$ cat config.mk
export PLATFORM = sky130hd
export DESIGN_NAME = note_fetch_sub_flat
export DESIGN_NICKNAME = d
export VERILOG_FILES = /design/src/rtl/note_fetch_sub_if.sv /design/src/rtl/note_fetch_sub.sv /design/src/flat_wrapper.sv
export SDC_FILE = /design/constraint.sdc
export NUM_CORES = 1
export LEC_CHECK = 0
export CORE_UTILIZATION = 45
export DETAILED_ROUTE_END_ITERATION = 16
export PLACE_DENSITY_LB_ADDON = 0.08
export SYNTH_ARGS = -nofsm -noshare
export SYNTH_HDL_FRONTEND = slang
export SYNTH_SLANG_ARGS = --single-unit
$ cat constraint.sdc
create_clock -name clk -period 4.3 [get_ports clk]
set_input_delay 0.86 -clock clk [delete_from_list [all_inputs] [get_ports clk]]
set_output_delay 0.86 -clock clk [all_outputs]
set_load 0.1 [all_outputs]
$ cat src/rtl/note_fetch_sub_if.sv
// Chart-memory read port and matcher-facing note port of note_fetch_sub.
// The module side uses modport master; the memory/matcher side uses slave.
interface note_fetch_sub_if #(
  parameter int unsigned ADDR_W = 12,
  parameter int unsigned DEPTH  = 4
);
  logic                    mem_rd;
  logic [ADDR_W-1:0]       mem_addr;
  logic [23:0]             mem_data;
  logic                    note_request;
  logic [17:0]             note_time;
  logic [$clog2(DEPTH):0]  fifo_count;

  modport master (
    output mem_rd, mem_addr, note_time, fifo_count,
    input  mem_data, note_request
  );

  modport slave (
    input  mem_rd, mem_addr, note_time, fifo_count,
    output mem_data, note_request
  );
endinterface

$ cat src/rtl/note_fetch_sub.sv
// Per-lane note supplier: walks the chart, keeps this lane's notes in a FIFO for the matcher.
// Define NOTE_ORDER_CHECK_EN to drop out-of-order notes and flag order_error.
module note_fetch_sub #(
  parameter int unsigned LANE        = 0,
  parameter int unsigned ADDR_W      = 12,
  parameter int unsigned DEPTH       = 4,
  parameter int unsigned MEM_LATENCY = 2
) (
  input  logic             clk,
  input  logic             reset,
  input  logic             start,
  note_fetch_sub_if.master bus,
  output logic             song_done,
  output logic             order_error
);

  localparam int unsigned PtrW = $clog2(DEPTH);
  localparam int unsigned CntW = PtrW + 1;

  typedef enum logic [2:0] {StIdle, StIssue, StWait, StEval, StDone} state_e;

  state_e            state_q, state_d;
  logic              mem_rd_q, mem_rd_d;
  logic [ADDR_W-1:0] mem_addr_q, mem_addr_d;
  logic              song_done_q, song_done_d;
  logic [2:0]        lat_q, lat_d;
  logic [17:0]       fifo_q [DEPTH];
  logic [17:0]       fifo_d [DEPTH];
  logic [PtrW-1:0]   wr_ptr_q, wr_ptr_d;
  logic [PtrW-1:0]   rd_ptr_q, rd_ptr_d;
  logic [CntW-1:0]   count_q, count_d;
  logic              push, pop;
  logic              lane_hit;
  logic              unused_mask_bits;

`ifdef NOTE_ORDER_CHECK_EN
  logic [17:0]       last_q, last_d;
  logic              order_error_q, order_error_d;
`endif

  assign lane_hit         = bus.mem_data[18+LANE];
  assign unused_mask_bits = ^bus.mem_data[22:18];

  always_comb begin
    state_d     = state_q;
    mem_rd_d    = 1'b0;
    mem_addr_d  = mem_addr_q;
    song_done_d = song_done_q;
    lat_d       = lat_q;
    fifo_d      = fifo_q;
    wr_ptr_d    = wr_ptr_q;
    rd_ptr_d    = rd_ptr_q;
    count_d     = count_q;
    push        = 1'b0;
    pop         = bus.note_request && (count_q != '0);
`ifdef NOTE_ORDER_CHECK_EN
    last_d        = last_q;
    order_error_d = order_error_q;
`endif

    unique case (state_q)
      StIdle: ;
      StIssue: begin
        // Only one read is ever in flight and ISSUE is entered after it retires,
        // so reserving its slot reduces to requiring a free entry now.
        if (count_q < CntW'(DEPTH)) begin
          mem_rd_d = 1'b1;
          lat_d    = '0;
          state_d  = StWait;
        end
      end
      StWait: begin
        if (lat_q == 3'(MEM_LATENCY - 1)) begin
          state_d = StEval;
        end else begin
          lat_d = lat_q + 3'(1);
        end
      end
      StEval: begin
        if (bus.mem_data[23]) begin
          song_done_d = 1'b1;
          state_d     = StDone;
        end else begin
          if (lane_hit) begin
`ifdef NOTE_ORDER_CHECK_EN
            if (bus.mem_data[17:0] < last_q) begin
              order_error_d = 1'b1;
            end else begin
              push   = 1'b1;
              last_d = bus.mem_data[17:0];
            end
`else
            push = 1'b1;
`endif
          end
          if (&mem_addr_q) begin
            song_done_d = 1'b1;
            state_d     = StDone;
          end else begin
            mem_addr_d = mem_addr_q + ADDR_W'(1);
            state_d    = StIssue;
          end
        end
      end
      StDone: ;
      default: state_d = StIdle;
    endcase

    if (push) begin
      fifo_d[wr_ptr_q] = bus.mem_data[17:0];
      wr_ptr_d         = wr_ptr_q + PtrW'(1);
    end
    if (pop) begin
      rd_ptr_d = rd_ptr_q + PtrW'(1);
    end
    case ({push, pop})
      2'b10:   count_d = count_q + CntW'(1);
      2'b01:   count_d = count_q - CntW'(1);
      default: ;
    endcase

    // Restart from any state; an in-flight read is orphaned because lat/state restart.
    if (start) begin
      state_d     = StIssue;
      mem_rd_d    = 1'b0;
      mem_addr_d  = '0;
      song_done_d = 1'b0;
      lat_d       = '0;
      wr_ptr_d    = '0;
      rd_ptr_d    = '0;
      count_d     = '0;
`ifdef NOTE_ORDER_CHECK_EN
      last_d        = '0;
      order_error_d = 1'b0;
`endif
    end
  end

  always_ff @(posedge clk) begin
    if (reset) begin
      state_q     <= StIdle;
      mem_rd_q    <= 1'b0;
      mem_addr_q  <= '0;
      song_done_q <= 1'b0;
      lat_q       <= '0;
      wr_ptr_q    <= '0;
      rd_ptr_q    <= '0;
      count_q     <= '0;
      for (int i = 0; i < DEPTH; i++) fifo_q[i] <= '0;
`ifdef NOTE_ORDER_CHECK_EN
      last_q        <= '0;
      order_error_q <= 1'b0;
`endif
    end else begin
      state_q     <= state_d;
      mem_rd_q    <= mem_rd_d;
      mem_addr_q  <= mem_addr_d;
      song_done_q <= song_done_d;
      lat_q       <= lat_d;
      wr_ptr_q    <= wr_ptr_d;
      rd_ptr_q    <= rd_ptr_d;
      count_q     <= count_d;
      fifo_q      <= fifo_d;
`ifdef NOTE_ORDER_CHECK_EN
      last_q        <= last_d;
      order_error_q <= order_error_d;
`endif
    end
  end

  assign bus.mem_rd     = mem_rd_q;
  assign bus.mem_addr   = mem_addr_q;
  assign bus.fifo_count = count_q;
  assign bus.note_time  = (count_q == '0) ? 18'h3FFFF : fifo_q[rd_ptr_q];
  assign song_done      = song_done_q;
`ifdef NOTE_ORDER_CHECK_EN
  assign order_error    = order_error_q;
`else
  assign order_error    = 1'b0;
`endif

endmodule

$ cat src/flat_wrapper.sv
// flat-port wrapper written by rule: the top's interface ports become plain ports
module note_fetch_sub_flat 
#(
  parameter int unsigned LANE        = 0,
  parameter int unsigned ADDR_W      = 12,
  parameter int unsigned DEPTH       = 4,
  parameter int unsigned MEM_LATENCY = 2
)
  (clk, reset, start, song_done, order_error, bus_mem_rd, bus_mem_addr, bus_note_time, bus_fifo_count, bus_mem_data, bus_note_request);
  note_fetch_sub_if #(.ADDR_W(ADDR_W), .DEPTH(DEPTH)) bus_i ();
  input  logic clk;
  input  logic reset;
  input  logic start;
  output logic song_done;
  output logic order_error;
  output wire logic [$bits(bus_i.mem_rd)-1:0] bus_mem_rd;
  output wire logic [$bits(bus_i.mem_addr)-1:0] bus_mem_addr;
  output wire logic [$bits(bus_i.note_time)-1:0] bus_note_time;
  output wire logic [$bits(bus_i.fifo_count)-1:0] bus_fifo_count;
  input wire logic [$bits(bus_i.mem_data)-1:0] bus_mem_data;
  input wire logic [$bits(bus_i.note_request)-1:0] bus_note_request;
  assign bus_mem_rd = bus_i.mem_rd;
  assign bus_mem_addr = bus_i.mem_addr;
  assign bus_note_time = bus_i.note_time;
  assign bus_fifo_count = bus_i.fifo_count;
  assign bus_i.mem_data = bus_mem_data;
  assign bus_i.note_request = bus_note_request;
  note_fetch_sub #(.LANE(LANE), .ADDR_W(ADDR_W), .DEPTH(DEPTH), .MEM_LATENCY(MEM_LATENCY)) u_core (.clk(clk), .reset(reset), .start(start), .bus(bus_i), .song_done(song_done), .order_error(order_error));
endmodule
; ---- Yosys cells after proc, flatten, opt, wreduce, memory -nomap -nowiden
; Cells that the tools add are included.
[word_totals]
register_bits = 99
input_bits = 28
output_inout_bits = 36
wordCells = 82
[op_classes]
n_addsub = 6
magnitude_cmp = 4
n_eq_ne = 13
mux = 23
n_bitwise = 6
n_reduce_logical = 17
[ops]
columns = operator, n
row1 = $bwmux 72, 1
row2 = $mux 18, 4
row3 = $bmux 18 s2, 1
row4 = $demux 18 s2, 1
row5 = $mux 3, 6
row6 = $add 12x1->12 const B, 1
row7 = $pmux 3 s2, 2
row8 = $pmux 3 s4, 1
row9 = $reduce_and 12->1, 1
row10 = $reduce_and 3->1, 4
row11 = $mux 1, 7
row12 = $add 3x1->3 const B, 2
row13 = $eq 3x1->1 const B, 2
row14 = $eq 3x2->1 const B, 2
row15 = $ge 3x3->1 const B, 2
row16 = $logic_not 3->1, 2
row17 = $ne 2x1->1 const B, 3
row18 = $ne 3x2->1 const B, 2
row19 = $not 2->3, 2
row20 = $reduce_bool 2->1, 3
row21 = $add 2x1->2 const B, 2
row22 = $not 1->1, 4
row23 = $reduce_or 2->1, 2
row24 = $eq 3x3->1 const B, 1
row25 = 10 further kinds, 11

; ---- Depth between registers and ports, before layout
[depth]
ltp_word = 6
ltp_mapped = 9
depth_no_buf = 8

; ---- Worst setup path after synthesis
; No wires, ideal clock.
[synth_path]
path_kind = reg2out
startpoint = register u_core.count_q[2], in the netlist u_core.bus.fifo_count[2]
endpoint = output port bus_note_time[10]
arrival_ps = 2030
t_required_ps = 3440
path_slack_ps = 1410
stages_incl_launch_ff = 5
cell_sequence = dfxtp_1 -> nor3_1 -> clkbuf_1 -> clkbuf_1 -> or2_2
[synth_via]
elab_chain_cells = 2
[synth_rtl]
columns = element, line
row1 = "start, declared", note_fetch_sub.sv:31  ; logic [CntW-1:0] count_q, count_d;
row2 = "start signal, assigned", note_fetch_sub.sv:162  ; count_q <= count_d;
row3 = $logic_not 3->1, note_fetch_sub.sv:174  ; assign bus.note_time = (count_q == '0) ? 18'h3FFFF : fifo_q[rd_ptr_q];
row4 = $mux 18, note_fetch_sub.sv:174
row5 = "end, declared", flat_wrapper.sv:18  ; output wire logic [$bits(bus_i.note_time)-1:0] bus_note_time;
; Every way passes these cells.

; ---- Worst setup path in the final report
[layout_path]
startpoint = register u_core.rd_ptr_q[1]
endpoint = output port bus_note_time[15]
[layout_via]
elab_chain_cells = 5
[layout_rtl]
columns = element, line
row1 = "start, declared", note_fetch_sub.sv:30  ; logic [PtrW-1:0] rd_ptr_q, rd_ptr_d;
row2 = "start signal, assigned", note_fetch_sub.sv:161  ; rd_ptr_q <= rd_ptr_d;
row3 = $not 2->3 (implied by the code), note_fetch_sub.sv:174
row4 = $bmux 18 s2, note_fetch_sub.sv:174
row5 = $mux 18 (implied by the code) (2 in series), note_fetch_sub.sv:174
row6 = $mux 18, note_fetch_sub.sv:174
; Every way passes these cells. The select of a mux whose other input is x is not followed.

==> impl_metrics.json <==
{
  "status": "finished clean",
  "synth_fa_ha_area_frac": 0.0271,
  "crit_arrival_ns": 2.34,
  "p_per_area_nw_per_um2": 312,
  "std_cell_rows": 35,
  "grt_use_total": 0.224,
  "synth-async-reset-ratio": 0,
  "start_kind": "flop",
  "crit_fanout": 19,
  "drtAntennaViolNets": 0,
  "period_share": 0.744,
  "cap_violations": 0,
  "final_area_um2": 5200,
  "r2r-end": "u_core.bus.fifo_count[2]",
  "dieArea_um2": 10300,
  "rsz0062_at_grt": "false",
  "portBuffers": 58,
  "area_growth_pct": 17.3,
  "grt_max_degree": 53,
  "crit_path_end": "bus_note_time[15]",
  "worstRegToRegCells": 8,
  "tightest_slew_ns": 1.05,
  "globalplace.congestion": 0.785,
  "routedWlPerCell_um": 15.5,
  "yosys_warnings": 0,
  "placed_cells": 676,
  "synth_simple_gate_area_frac": 0.237,
  "reg2reg_from": "u_core.state_q[2]",
  "setup_viol": 0,
  "synth_edf_count": 0,
  "min_period_ns": 3.20,
  "grt_pass1_wl_mm": 17.6,
  "relSlewSlack": 0.301,
  "cts_max_level": 3,
  "finalNonFillerCells": 691,
  "hold_start": "u_core.fifo_q[13]",
  "synth-compound-area-share": 0.144,
  "critPathKind": "flop to output port",
  "firstDrtPassIters": 4,
  "final_cell_mix": "150 x nand2_1, 99 x dfxtp_1, 87 x a21oi_1",
  "clk_latency_ns": 0.36,
  "totalPowerFinal_w": 0.00162,
  "mostFrequentLayoutCell": "nand2_1",
  "die_w_um": 101,
  "io_pins": 64,
  "nets": 595,
  "cts-resized-gates": 0,
  "synth_fp_nets": 559,
  "drtIter0Drc": 121,
  "finalWirelength_mm": 10.7,
  "place_area_um2": 4990,
  "syn_inst": 522,
  "synth_area_um2": 4440,
  "dp.final_hpwl_mm": 6.69,
  "ys_seq_area_frac": 0.447,
  "max-vdd-ir-drop_uv": 163,
  "cp-startpoint": "u_core.rd_ptr_q[1]",
  "power.leakage_nw": 1.65,
  "drc": 0,
  "fill_cells": 896,
  "grt_pass1_vias": 3668,
  "n_antenna_cell": 0,
  "skew_ns": 0.00555,
  "reg2reg_slack_ns": 1.87,
  "regArea_um2": 1980,
  "slew_violations": 0,
  "numCtsBuffers": 9,
  "max_freq_mhz": 312,
  "cts_tree": "built",
  "synth_seq_cells": 99,
  "hold_viol": 0,
  "cts.clk_slew.worst_paths_ns": 0.09,
  "synth_cell_type_count": 42,
  "vias": 3733,
  "drive_above_1_share": 0.142,
  "start_util": 0.471,
  "synthXorXnorAreaFrac": 0.00987,
  "core_um2": 9420,
  "cts_buffer_depth": 2,
  "crit_required_ns": 3.44,
  "synth.mux.area_fraction": 0.0914,
  "cp-end-kind": "output port",
  "drt-vias-per-instance": 5.40,
  "synth_top_family_by_area": "simple AND/OR/NAND/NOR gates",
  "hp-class": "flop to flop",
  "overflow": 0,
  "syn_avg_cell_area_um2": 8.50,
  "die_y_um": 101,
  "cts_sinks": 99,
  "post_cts_buffers": 0,
  "cts_root_buf": "clkbuf_8",
  "synthFlopType": "dfxtp_1",
  "hold_slack_ns": 0.457,
  "hold_buffers": 0,
  "fin_tns_setup_ns": 0,
  "antenna_found_initial": 0,
  "multiInputGateArea_um2": 2270
}
## registers in the layout, indices dropped and copies added, names as in the netlist
name and flops:
u_core.bus.fifo_count 3, u_core.wr_ptr_q 2, u_core.rd_ptr_q 2, u_core.bus.mem_rd 1
u_core.song_done 1, u_core.lat_q 3, u_core.state_q 3, u_core.bus.mem_addr 12
u_core.fifo_q 72
## critical path: stages (launching register included)
cell and delay (ns):
dfxtp_1 1.02, mux4_2 0.43, or2_2 0.29, buf_4 0.24
## power breakdown
part           leakage, nW  internal [W]  switching, W
clock network        0.109      0.000330      0.000304
registers            0.797      0.000918    0.00000236
logic                0.740     0.0000276     0.0000424
## stage by stage
step,utilization,worst slack [ns]
finish,0.553,1.10
global route,0.553,1.03
CTS,0.553,1.08
detailed placement,0.530,1.06
global placement,0.530,1.13
floorplan,-,1.41
## layout make-up
| type | instances | area share |
|---|---|---|
| Clock inverter | 1 | 0.00577 |
| Inverter | 8 | 0.00577 |
| Sequential cell | 99 | 0.381 |
| Timing Repair Buffer | 61 | 0.106 |
| Multi-Input combinational cell | 379 | 0.435 |
| Clock buffer | 14 | 0.0351 |
| Tap cell | 129 | 0.0310 |
## cell families (layout without fill, tap and decap cells)
family	Yosys count	count (layout)
flip-flops	99	99
adder cells (fa/ha/maj)	9	9
AND/OR/NAND/NOR	230	230
multiplexers	18	18
other	1	1
AO/OA/AOI/OAI	116	116
buffers and inverters	44	84
XOR/XNOR	5	5
## routing by layer
metal | part of all wire | wire length [µm] | track usage | up-vias
met3 | 0.038 | 406 | 0.0490 | 4
met1 | 0.45 | 4810 | 0.276 | 1796
met5 | 0 | 0 | 0 | -
met4 | 0.0054 | 58 | 0.0680 | 0
met2 | 0.51 | 5450 | 0.392 | 77
li1 | - | - | - | 1856
## Yosys cell counts (all sizes together), types with 3 or more instances
cell type,instances,area share
a211oi,4,0.0068
or2,19,0.027
nand3,13,0.015
nand2,150,0.13
o21a,5,0.010
and4,3,0.0059
and3,7,0.0099
ha,8,0.023
xor2,3,0.0059
nor2,12,0.010
dfxtp,99,0.45
mux4,18,0.091
inv,8,0.0068
a31oi,3,0.0042
or3,8,0.011
o21ai,11,0.012
clkbuf,15,0.013
nor3,4,0.0045
a21oi,87,0.098
buf,21,0.024
## how the worst min path moves through the flow
| stage | end | slack, ns | depth (start not counted) |
|---|---|---|---|
| after floorplan | u_core.fifo_q[18] | 0.43 | 2 |
| after global placement | u_core.fifo_q[38] | 0.44 | 2 |
| after global routing | u_core.fifo_q[33] | 0.47 | 2 |
| final | u_core.fifo_q[13] | 0.46 | 2 |
| after CTS | u_core.fifo_q[25] | 0.46 | 2 |
| after detailed placement | u_core.fifo_q[25] | 0.45 | 2 |
(Power assumes the default switching activity.)
